<file path="config.mk">
export PLATFORM = sky130hd
export DESIGN_NAME = mem_probe_ctrl
export DESIGN_NICKNAME = d
export VERILOG_FILES = /design/src/rtl/mem_probe_pkg.sv /design/src/rtl/key_debounce.sv /design/src/rtl/mem_probe_ctrl.sv
export SDC_FILE = /design/constraint.sdc
export NUM_CORES = 1
export LEC_CHECK = 0
export ABC_AREA = 1
export BUFFER_PORTS_ARGS = -buffer_cell sky130_fd_sc_hd__buf_2
export CAP_MARGIN = 20
export CORE_MARGIN = 2
export CORE_UTILIZATION = 60
export DETAILED_ROUTE_END_ITERATION = 7
export PLACE_DENSITY = 0.8
export SLEW_MARGIN = 15
export SYNTH_ARGS = -nofsm -noshare
export SYNTH_HDL_FRONTEND = slang
export SYNTH_SLANG_ARGS = --single-unit
export TNS_END_PERCENT = 20
</file>
<file path="constraint.sdc">
create_clock -name clk -period 2.4 [get_ports clk]
set_input_delay 0.48 -clock clk [delete_from_list [all_inputs] [get_ports clk]]
set_output_delay 0.48 -clock clk [all_outputs]
set_load 0.01 [all_outputs]
</file>
<file path="src/rtl/mem_probe_pkg.sv">
// rtl/mem_probe_pkg.sv - shared types and widths for the memory probe controller
package mem_probe_pkg;

    localparam int IO_W   = 8;
    localparam int PCNT_W = 16;

    typedef enum logic [1:0] {
        IDLE,
        ARM,
        CAPTURE,
        DONE
    } probe_state_t;

endpackage

</file>
<file path="src/rtl/key_debounce.sv">
// rtl/key_debounce.sv - two-flop synchroniser plus counter debounce with rising-edge event
module key_debounce #(
    parameter int DEB_CYC = 500000,
    parameter int CNT_W   = 25
) (
    input  logic clk,
    input  logic rst_n,
    input  logic raw,
    output logic level,
    output logic rise
);

    logic             sync1;
    logic             sync2;
    logic [CNT_W-1:0] cnt;

    always_ff @(posedge clk) begin
        if (rst_n) begin
            sync1 <= 1'b0;
            sync2 <= 1'b0;
            cnt   <= '0;
            level <= 1'b0;
            rise  <= 1'b0;
        end else begin
            sync1 <= raw;
            sync2 <= sync1;
            rise  <= 1'b0;
            if (sync2 == level) begin
                cnt <= '0;
            end else if (cnt == CNT_W'(DEB_CYC - 1)) begin
                // Level only moves after DEB_CYC consecutive mismatching cycles.
                level <= sync2;
                rise  <= sync2;
                cnt   <= '0;
            end else begin
                cnt <= cnt + 1'b1;
            end
        end
    end

endmodule

</file>
<file path="src/rtl/mem_probe_ctrl.sv">
// rtl/mem_probe_ctrl.sv - drives io/sw_src probe requests into the core, manual or auto-scan
module mem_probe_ctrl
    import mem_probe_pkg::*;
#(
    parameter int DEB_CYC   = 500000,
    parameter int SCAN_DIV  = 25000000,
    parameter int ADDR_STEP = 4,
    parameter int CNT_W     = 25
) (
    input  logic              clk,
    input  logic              rst_n,
    input  logic [IO_W-1:0]   sw_addr,
    input  logic              key_step,
    input  logic              key_auto,
    input  logic              mem_we,
    output logic [IO_W-1:0]   io,
    output logic              sw_src,
    output logic              auto_mode,
    output logic              probe_done,
    output logic [PCNT_W-1:0] probe_cnt
);

    probe_state_t     state;
    probe_state_t     next_state;
    logic [IO_W-1:0]  addr_s1;
    logic [IO_W-1:0]  addr_s2;
    logic [IO_W-1:0]  scan_addr;
    logic [CNT_W-1:0] scan_cnt;
    logic             step_rise;
    logic             auto_rise;
    logic             step_lvl_unused;
    logic             auto_lvl_unused;
    logic             scan_hit;
    logic             trigger;

    key_debounce #(.DEB_CYC(DEB_CYC), .CNT_W(CNT_W)) u_step_deb (
        .clk   (clk),
        .rst_n (rst_n),
        .raw   (key_step),
        .level (step_lvl_unused),
        .rise  (step_rise)
    );

    key_debounce #(.DEB_CYC(DEB_CYC), .CNT_W(CNT_W)) u_auto_deb (
        .clk   (clk),
        .rst_n (rst_n),
        .raw   (key_auto),
        .level (auto_lvl_unused),
        .rise  (auto_rise)
    );

    assign scan_hit = (scan_cnt == CNT_W'(SCAN_DIV - 1));
    assign trigger  = auto_mode ? scan_hit : step_rise;

    always_ff @(posedge clk) begin
        if (rst_n) begin
            state <= IDLE;
        end else begin
            state <= next_state;
        end
    end

    // Triggers outside IDLE are simply not looked at, so they are dropped.
    always_comb begin
        next_state = state;
        case (state)
            IDLE:    if (trigger) next_state = ARM;
            ARM:     if (!mem_we) next_state = CAPTURE;
            CAPTURE: next_state = DONE;
            DONE:    next_state = IDLE;
            default: next_state = IDLE;
        endcase
    end

    always_ff @(posedge clk) begin
        if (rst_n) begin
            addr_s1    <= '0;
            addr_s2    <= '0;
            io         <= '0;
            sw_src     <= 1'b0;
            probe_done <= 1'b0;
            probe_cnt  <= '0;
        end else begin
            addr_s1    <= sw_addr;
            addr_s2    <= addr_s1;
            sw_src     <= (next_state == CAPTURE);
            probe_done <= (next_state == DONE);
            probe_cnt  <= probe_cnt + PCNT_W'(next_state == DONE);
            if (state == IDLE && trigger) begin
                io <= auto_mode ? scan_addr : addr_s2;
            end
        end
    end

    // Scan counter only runs in auto mode; entry restarts the walk from 0.
    always_ff @(posedge clk) begin
        if (rst_n) begin
            auto_mode <= 1'b0;
            scan_cnt  <= '0;
            scan_addr <= '0;
        end else begin
            if (auto_rise) begin
                auto_mode <= ~auto_mode;
                scan_cnt  <= '0;
            end else if (auto_mode) begin
                scan_cnt <= scan_hit ? '0 : scan_cnt + 1'b1;
            end

            if (auto_rise && !auto_mode) begin
                scan_addr <= '0;
            end else if (state == DONE && auto_mode) begin
                scan_addr <= scan_addr + IO_W'(ADDR_STEP);
            end
        end
    end

endmodule

</file>
==> impl_metrics.py, run 1 <==
metrics = {
    "outcome": {
        "status": "completed",
    },
    "sta": {
        "slew_viol_final": 0,
        "rsz0062_at_grt": "no",
        "fin_tns_setup_ns": 0,
        "timing.final.hold_violations": 0,
        "setup_violations": 0,
        "skew_ns": 0.004631,
        "period_minus_slack_ns": 2.148,
        "worst_pin_slew_ns": 0.5204,
        "period_share": 0.8952,
        "setup_ws_ns": 0.2516,
        "fmax_mhz": 465.5,
        "slew_headroom": 0.6518,
    },
    "worst_setup_path": {
        "rr_startpoint": "state[1]",
        "end_kind": "register",
        "crit_path_start": "state[1]",
        "crit_slowest_cell": "dfxtp_1",
        "crit_buf_inv": 2,
        "path_max_fanout": 5,
        "path_class": "register to register",
        "cpLargestDelayFamily": "simple AND/OR/NAND/NOR gates",
        "startpoint_type": "register",
        "cp.arrival_ns": 2.57,
        "worstPathRequired_ns": 2.83,
        "crit_chain": "inv_1 -> nor2_1 -> ha_1 -> ha_1 -> nand2_1 -> inv_1 -> nand4_1 -> nor3_4 -> nand2_1 -> o21ai_0 -> nor2_1",
        "slowest_delay_ns": 0.35,
    },
    "drt": {
        "avgViaCountPerCell": 5.130,
        "drt_first_pass_iters": 5,
        "drtIter0Drc": 331,
        "wl_per_cell_um": 11.95,
        "ant_nets": 0,
        "drcViolationCount": 0,
        "num_vias": 5756,
        "wirelength_um": 13410,
    },
    "yosys": {
        "yosys_warnings": 0,
        "synth-async-reset-ratio": 0,
        "netlist_area_sq_um": 6377,
        "ys_seq_area_frac": 0.4206,
        "synth_edf_count": 0,
        "netlist_top_cells_count": "nand2_1 (207), nor2_1 (159), dfxtp_1 (134)",
        "netlist.area_leader.share": 0.4206,
        "synth_most_common_cell": "nand2_1",
        "synthCells": 924,
        "synth_ff_type": "dfxtp_1",
        "ys_types": 38,
        "synth.avg_cell_area_sq_um": 6.902,
        "synth_nets": 943,
        "synth_top_area_cell": "dfxtp_1",
        "ys_ff_latch": 134,
        "ys_top_cells_by_area": "dfxtp_1 (42%), nand2_1 (12%), nor2_1 (9.4%)",
    },
    "pwr": {
        "power_leakage_nw": 2.699,
        "power-per-cell-area_nw_per_um2": 671.4,
        "peakVddDrop_mv": 0.6155,
    },
    "clock_tree": {
        "cts_made_buffers": 17,
        "cts_buffer_depth": 2,
        "clkLatencyLatePin_ns": 0.53,
        "cts_tree": "yes",
        "clock-sinks": 134,
        "clkTransAtPathRegs_ns": 0.06,
        "cts_root_buf": "clkbuf_8",
        "htreeDepth": 4,
    },
    "cells_and_area": {
        "syn2layout_area_growth_pct": 14.09,
        "nets": 992,
        "drive_gt1_frac": 0.1268,
        "fillCellCount": 872,
        "antennaDiodeCount": 0,
    },
    "floorplanning": {
        "die_x_um": 107.1,
        "io_pins": 40,
        "die_h_um": 107.1,
        "row_count": 37,
        "start_util": 0.6177,
        "die_area_sq_um": 11470,
        "core_area_sq_um": 10320,
    },
    "global_route": {
        "antenna_found_initial": 0,
        "grt_pass1_vias": 5343,
        "grt.overflow.total": 0,
        "grt_max_degree": 26,
        "track_usage": 0.2500,
        "grt_pass1_wl_um": 23150,
    },
    "worst_hold_path": {
        "hold_start": "key_auto",
        "hold_path_class": "input port to register",
    },
    "place": {
        "port_buffers": 39,
        "dp_slack_ns": 0.3242,
        "place_congestion": 0.9632,
        "dpl.hpwl_um": 9401,
    },
    "job": {
        "max_cap_viol_count": 0,
    },
}
[sequential cells by signal, indices dropped and copies added, names as in the netlist]
register          count
u_step_deb.level      1
sw_src                1
addr_s2               8
u_step_deb.rise       1
probe_done            1
state                 2
u_auto_deb.sync2      1
u_auto_deb.level      1
probe_cnt            16
u_auto_deb.cnt       25
u_step_deb.sync1      1
io                    8
auto_mode             1
scan_cnt             25
u_step_deb.cnt       25
scan_addr             6
u_auto_deb.sync1      1
addr_s1               8
u_step_deb.sync2      1
u_auto_deb.rise       1
[worst reg2reg max path, stage by stage, from the launching register on]
cell and delay [ns]:
dfxtp_1 0.35, inv_1 0.08, nor2_1 0.16, ha_1 0.24
ha_1 0.18, nand2_1 0.06, inv_1 0.10, nand4_1 0.24
nor3_4 0.28, nand2_1 0.12, o21ai_0 0.17, nor2_1 0.06
[area by class of cell]
type                            count  area (sq um)  share of cell area
Multi-Input combinational cell    643          3103              0.4265
Clock inverter                     10         127.6             0.01754
Timing Repair Buffer               46         247.7             0.03405
Inverter                          131         491.7             0.06758
Clock buffer                       22         452.9             0.06225
Sequential cell                   134          2683              0.3687
Tap cell                          136         170.2             0.02339
[layout by cell type, fill, tap and decap left out, drive strengths merged]
cell / netlist / layout
nand3b: 9 / 9
clkbuf: 5 / 22
nand2: 224 / 224
a31oi: 1 / 1
bufinv: 0 / 3
xnor2: 3 / 3
or2: 6 / 6
o21ai: 23 / 23
xor2: 16 / 16
dfxtp: 134 / 134
o21a: 2 / 2
inv: 130 / 130
nor3b: 6 / 6
nor4: 1 / 1
a31o: 1 / 1
nand4: 23 / 23
a21oi: 64 / 64
ha: 6 / 6
a211oi: 2 / 2
buf: 11 / 46
clkinvlp: 0 / 1
clkinv: 1 / 7
nor3: 42 / 42
nor2: 173 / 173
mux2i: 1 / 1
nand3: 40 / 40
[kinds of logic after synthesis]
family          after synthesis  synth area share
compound gates               93           0.07534
simple gates                524            0.3708
buf+inv                     147           0.09378
xor+xnor                     19           0.02609
mux                           1          0.001570
fa+ha+maj                     6           0.01177
flops                       134            0.4206
[routing by layer]
layer  vias up  track usage  share of wire
met2       123       0.3920           0.45
met3        30      0.05775          0.045
li1       3022            -              -
met5         -            0              0
met4         0       0.1113          0.023
met1      2581       0.3285           0.48
[final timing paths]
path	endpoint	slack [ns]	cells after the start
max	probe_cnt[12]	0.25	11
min	u_auto_deb.sync1	0.15	3
min reg2reg	u_auto_deb.sync2	0.40	2
max reg2reg	probe_cnt[12]	0.25	11
[power by group]
group	leakage, nW	total (W)	internal (W)	switching, W
logic	1.33	0.0000777	0.0000257	0.0000520
clock network	0.288	0.00256	0.00163	0.000934
registers	1.08	0.00225	0.00224	0.00000552
total	2.70	0.00488	0.00389	0.000992
[stage by stage]
| step | total power, W | utilization | hold WS, ns | cells | instance area [sq um] |
|---|---|---|---|---|---|
| floorplan | 0.002349 | - | 0.3883 | 924 | 6377 |
| global placement | 0.002372 | 0.6465 | 0.3918 | 1088 | 6674 |
| detailed placement | 0.002374 | 0.6465 | 0.3935 | 1088 | 6674 |
| CTS | 0.004917 | 0.7027 | 0.1370 | 1120 | 7254 |
| global route | 0.005037 | 0.7048 | 0.1385 | 1122 | 7276 |
| finish | 0.004885 | 0.7048 | 0.1476 | 1122 | 7276 |
[repair_timing]
action                     4_1_cts  5_1_grt
hold buffers                     0        0
gates resized for setup          0        1
setup endpoints to repair        0        1
setup buffers                    0        2
Power figures use the tool's default switching activity.
==> run 2, diff against run 1 <==
- CTS_CLUSTER_DIAMETER: not set -> 120
- clock period: 2.4 -> 2 ns (I/O delays scaled with it)
==> impl_metrics.py, run 2 (synthesis gave the netlist of run 1 again) <==
metrics = {
    "sta": {
        "setup_violations": 0,
        "worst_pin_slew_ns": 0.4370,
        "setup_ws_ns": 0.1548,
        "fin_tns_setup_ns": 0,
        "fmax_mhz": 541.9,
        "slew_headroom": 0.7064,
        "timing.final.hold_violations": 0,
        "slew_viol_final": 0,
        "period_minus_slack_ns": 1.845,
        "skew_ns": 0.007465,
        "period_share": 0.9226,
        "holdWs_ns": 0.06632,
    },
    "worst_setup_path": {
        "startpoint_type": "register",
        "cp.arrival_ns": 2.27,
        "reg2regPathDepth": 12,
        "path_max_fanout": 4,
        "worstPathRequired_ns": 2.43,
        "end_kind": "register",
        "path_class": "register to register",
    },
    "drt": {
        "drt_first_pass_iters": 7,
        "drcViolationCount": 0,
        "avgViaCountPerCell": 5.110,
        "num_vias": 5749,
        "ant_nets": 0,
        "wl_per_cell_um": 12.04,
        "wirelength_um": 13550,
        "drtIter0Drc": 387,
    },
    "worst_hold_path": {
        "hold_path_class": "input port to register",
        "worstHoldPathCells": 3,
    },
    "job": {
        "max_cap_viol_count": 0,
    },
    "floorplanning": {
        "die_h_um": 107.1,
        "die_x_um": 107.1,
        "io_pins": 40,
        "die_area_sq_um": 11470,
        "core_area_sq_um": 10320,
        "row_count": 37,
        "start_util": 0.6177,
    },
    "cells_and_area": {
        "final_common_cell": "nand2_1",
        "utilization": 0.7124,
        "nets": 995,
        "largestRegisters": "scan_cnt: 25 flops, u_auto_deb.cnt: 25 flops, u_step_deb.cnt: 25 flops",
        "final_cell_mix": "nand2_1 (207), nor2_1 (158), dfxtp_1 (134), inv_1 (124), a21oi_1 (64)",
        "fillCellCount": 850,
        "antennaDiodeCount": 0,
        "syn2layout_area_growth_pct": 15.32,
        "drive_gt1_frac": 0.1325,
    },
    "pwr": {
        "pwr-share-seq": 0.448,
        "pwr-share-clk": 0.536,
        "p_sw_frac": 0.1971,
        "power_leakage_nw": 2.723,
        "power_frac_comb": 0.016,
        "power-per-cell-area_nw_per_um2": 819.0,
        "internal-power_w": 0.004836,
        "peakVddDrop_mv": 0.5951,
        "switching_power_w": 0.001187,
    },
    "global_route": {
        "grt_pass1_wl_um": 22960,
        "antenna_found_initial": 0,
        "grt.overflow.total": 0,
        "track_usage": 0.2498,
        "grt_pass1_vias": 5168,
        "grt_max_degree": 30,
    },
    "clock_tree": {
        "clkLatencyLatePin_ns": 0.54,
        "clock-sinks": 134,
        "clkTransAtPathRegs_ns": 0.06,
        "postCtsSetupBuffers": 0,
        "cts_made_buffers": 17,
        "htreeDepth": 4,
        "cts_tree": "yes",
        "cts_root_buf": "clkbuf_8",
        "cts_buffer_depth": 2,
    },
    "place": {
        "dpl.hpwl_um": 9569,
        "dp_slack_ns": 0.2069,
        "port_buffers": 39,
        "place_congestion": 0.9749,
    },
    "outcome": {
        "status": "completed",
    },
}
[run 2: cell types whose count changed in the layout (fill, tap and decap cells not counted), sizes merged]
cell | before | now
clkinvlp | 1 | 0
bufinv | 3 | 4
buf | 46 | 49
[run 2: metal layers]
layer  vias to the layer above  track usage  wire length (um)
met2                       134       0.4024              6209
met4                         0      0.08905               208
li1                       3017            -                 -
met5                         -            0                 0
met1                      2580       0.3248              6475
met3                        18      0.06322               655
[run 2: final cells by class]
| cell class | instances | area [sq um] | area share |
|---|---|---|---|
| clock buffer | 22 | 462.9 | 0.06295 |
| clock inverter | 10 | 150.1 | 0.02042 |
| inverter | 131 | 491.7 | 0.06686 |
| multi-input combinational | 643 | 3102 | 0.4217 |
| sequential | 134 | 2683 | 0.3647 |
| tap | 136 | 170.2 | 0.02314 |
| timing repair buffer | 49 | 295.3 | 0.04015 |
[run 2: timing repair]
item / CTS / global route
resized for setup: 0 / 3
endpoints found under the setup margin: 0 / 2
hold buffers: 0 / 0
[run 2: final timing paths]
kind / from / endpoint / slack [ns]
min reg2reg: addr_s1[1] / addr_s2[1] / 0.40
max reg2reg: state[1] / probe_cnt[8] / 0.15
min: sw_addr[7] / addr_s1[7] / 0.07
max: state[1] / probe_cnt[8] / 0.15
[run 2: power by group through the flow]
stage / Clock, W / Sequential, W / Combinational (W)
final: 0.00323 / 0.00270 / 0.0000992
after global routing: 0.00338 / 0.00270 / 0.000114
after CTS: 0.00326 / 0.00270 / 0.000100
after detailed placement: 0 / 0.00275 / 0.0000992
after global placement: 0 / 0.00275 / 0.0000984
after floorplan: 0 / 0.00275 / 0.0000660
[run 2: critical path, cell delays in order (launching register included)]
cell,delay (ns)
dfxtp_1,0.34
inv_1,0.08
nor2_2,0.12
ha_2,0.21
ha_1,0.17
nand2_1,0.06
inv_1,0.09
nand4_1,0.13
nor3_2,0.22
buf_4,0.16
nand2_1,0.04
nand2_1,0.06
nor2_1,0.04
[run 2: through the flow]
step	total power (W)	instance area (sq um)	std cells
5_1_grt	0.006197	7355	1125
3_5_place_dp	0.002854	6736	1093
3_3_place_gp	0.002853	6736	1093
2_1_floorplan	0.002819	6377	924
4_1_cts	0.006060	7350	1125
6_report	0.006024	7355	1125
==> run 3, diff against run 2 <==
- RECOVER_POWER: not set -> 100
==> impl_metrics.py, run 3 (synthesis gave the netlist of run 1 again) <==
metrics = {
    "sta": {
        "setup_ws_ns": 0.1595,
        "period_share": 0.9203,
        "fmax_mhz": 543.3,
        "period_minus_slack_ns": 1.841,
        "worst_pin_slew_ns": 0.5756,
        "slew_viol_final": 0,
        "timing.final.hold_violations": 0,
        "setup_violations": 0,
        "slew_headroom": 0.6163,
        "skew_ns": 0.007359,
    },
    "worst_setup_path": {
        "cp.arrival_ns": 2.27,
        "reg2regPathDepth": 12,
        "path_class": "register to register",
        "startpoint_type": "register",
        "end_kind": "register",
        "r2r_end": "probe_cnt[8]",
        "slowest_delay_ns": 0.34,
        "crit_slowest_cell": "dfxtp_1",
        "crit_chain": "inv_1 -> nor2_2 -> ha_2 -> ha_1 -> nand2_1 -> inv_1 -> nand4_1 -> nor3_2 -> buf_4 -> nand2_1 -> nand2_1 -> nor2_1",
        "r2r_slack_ns": 0.16,
        "path_max_fanout": 4,
        "rr_startpoint": "state[1]",
        "crit_top_cell": "nand2_1",
        "worstPathRequired_ns": 2.43,
    },
    "drt": {
        "met2_length_um": 6196,
        "drtIter0Drc": 387,
        "avgViaCountPerCell": 5.092,
        "highest_layer": "met4",
        "drt_first_pass_iters": 7,
        "drt-met1-wl_um": 6545,
        "wl_per_cell_um": 12.05,
        "wirelength_um": 13560,
        "num_vias": 5729,
        "ant_nets": 0,
        "drcViolationCount": 0,
        "dr_wl_met3_um": 587,
    },
    "cells_and_area": {
        "largestRegisters": "scan_cnt: 25 flops, u_auto_deb.cnt: 25 flops, u_step_deb.cnt: 25 flops",
        "nets": 995,
        "drive_gt1_frac": 0.1314,
        "final_common_cell": "nand2_1",
        "final_cells": 1125,
        "antennaDiodeCount": 0,
        "utilization": 0.7123,
        "syn2layout_area_growth_pct": 15.30,
        "final_cell_mix": "nand2_1 (207), nor2_1 (158), dfxtp_1 (134), inv_1 (124), a21oi_1 (64)",
        "fillCellCount": 851,
    },
    "pwr": {
        "power-per-cell-area_nw_per_um2": 818.9,
        "peakVddDrop_mv": 0.5952,
        "power_leakage_nw": 2.720,
    },
    "clock_tree": {
        "postCtsSetupBuffers": 0,
        "htreeDepth": 4,
        "clkLatencyLatePin_ns": 0.54,
        "cts_tree": "yes",
        "cts_buffer_depth": 2,
        "clkTransAtPathRegs_ns": 0.06,
        "ctsHoldBuffers": 0,
        "clock-sinks": 134,
        "cts_made_buffers": 17,
        "cts_resized": 0,
        "cts_root_buf": "clkbuf_8",
    },
    "floorplanning": {
        "die_area_sq_um": 11470,
        "die_x_um": 107.1,
        "io_pins": 40,
        "row_count": 37,
        "core_area_sq_um": 10320,
        "die_h_um": 107.1,
        "start_util": 0.6177,
    },
    "global_route": {
        "antenna_found_initial": 0,
        "track_usage": 0.2498,
        "grt_pass1_vias": 5168,
        "grt_max_degree": 30,
        "grt.overflow.total": 0,
        "grt_pass1_wl_um": 22960,
    },
    "place": {
        "dp_cells": 1093,
        "dp_slack_ns": 0.2069,
        "port_buffers": 39,
        "place_congestion": 0.9749,
        "dpl.hpwl_um": 9569,
    },
    "worst_hold_path": {
        "hold_start": "sw_addr[7]",
        "hold_end": "addr_s1[7]",
        "worstHoldPathCells": 3,
        "hold_path_class": "input port to register",
    },
    "outcome": {
        "status": "completed",
    },
    "job": {
        "max_cap_viol_count": 0,
    },
}
run 3: cell type report:
cell class / instances / area (sq um) / share of cell area
Clock buffer: 22 / 462.9 / 0.06296
Clock inverter: 10 / 150.1 / 0.02042
Inverter: 131 / 491.7 / 0.06687
Multi-Input combinational cell: 643 / 3102 / 0.4218
Sequential cell: 134 / 2683 / 0.3648
Tap cell: 136 / 170.2 / 0.02314
Timing Repair Buffer: 49 / 294.0 / 0.03999
run 3: metal layers:
metal  global-route usage  up-vias
met5                    0        -
met1               0.3248     2575
met2               0.4024      116
met4              0.08905        0
li1                     -     3016
met3              0.06322       22
run 3: per-stage QoR:
| stage | cell area, sq um | total power (W) | TNS (ns) | hold slack [ns] |
|---|---|---|---|---|
| after floorplan | 6377 | 0.002819 | 0 | 0.3883 |
| after global placement | 6736 | 0.002853 | 0 | 0.3899 |
| after detailed placement | 6736 | 0.002854 | 0 | 0.3928 |
| after CTS | 7350 | 0.006060 | 0 | 0.05535 |
| after global routing | 7353 | 0.006197 | -0.001390 | 0.06011 |
| final | 7353 | 0.006022 | 0 | 0.06577 |
run 3: worst max-delay path, delay by kind of cell, from the launching register on:
kind	cells	cell delay (ns)
flops	1	0.34
buf+inv	3	0.33
simple gates	7	0.67
fa+ha+maj	2	0.38
run 3: power by group:
part | internal [W] | switching, W
logic | 0.0000352 | 0.0000637
clock network | 0.00211 | 0.00111
registers | 0.00269 | 0.00000694
run 3: worst max path at each step:
| stage | startpoint | to | cells past startpoint | slack (ns) |
|---|---|---|---|---|
| 3_5_place_dp | state[1] | probe_cnt[12] | 11 | 0.21 |
| 5_1_grt | state[1] | probe_cnt[10] | 11 | -0.001 |
| 3_3_place_gp | state[1] | probe_cnt[12] | 11 | 0.28 |
| 4_1_cts | state[1] | probe_cnt[12] | 11 | 0.19 |
| 6_report | state[1] | probe_cnt[8] | 12 | 0.16 |
| 2_1_floorplan | state[1] | probe_cnt[12] | 11 | 0.21 |
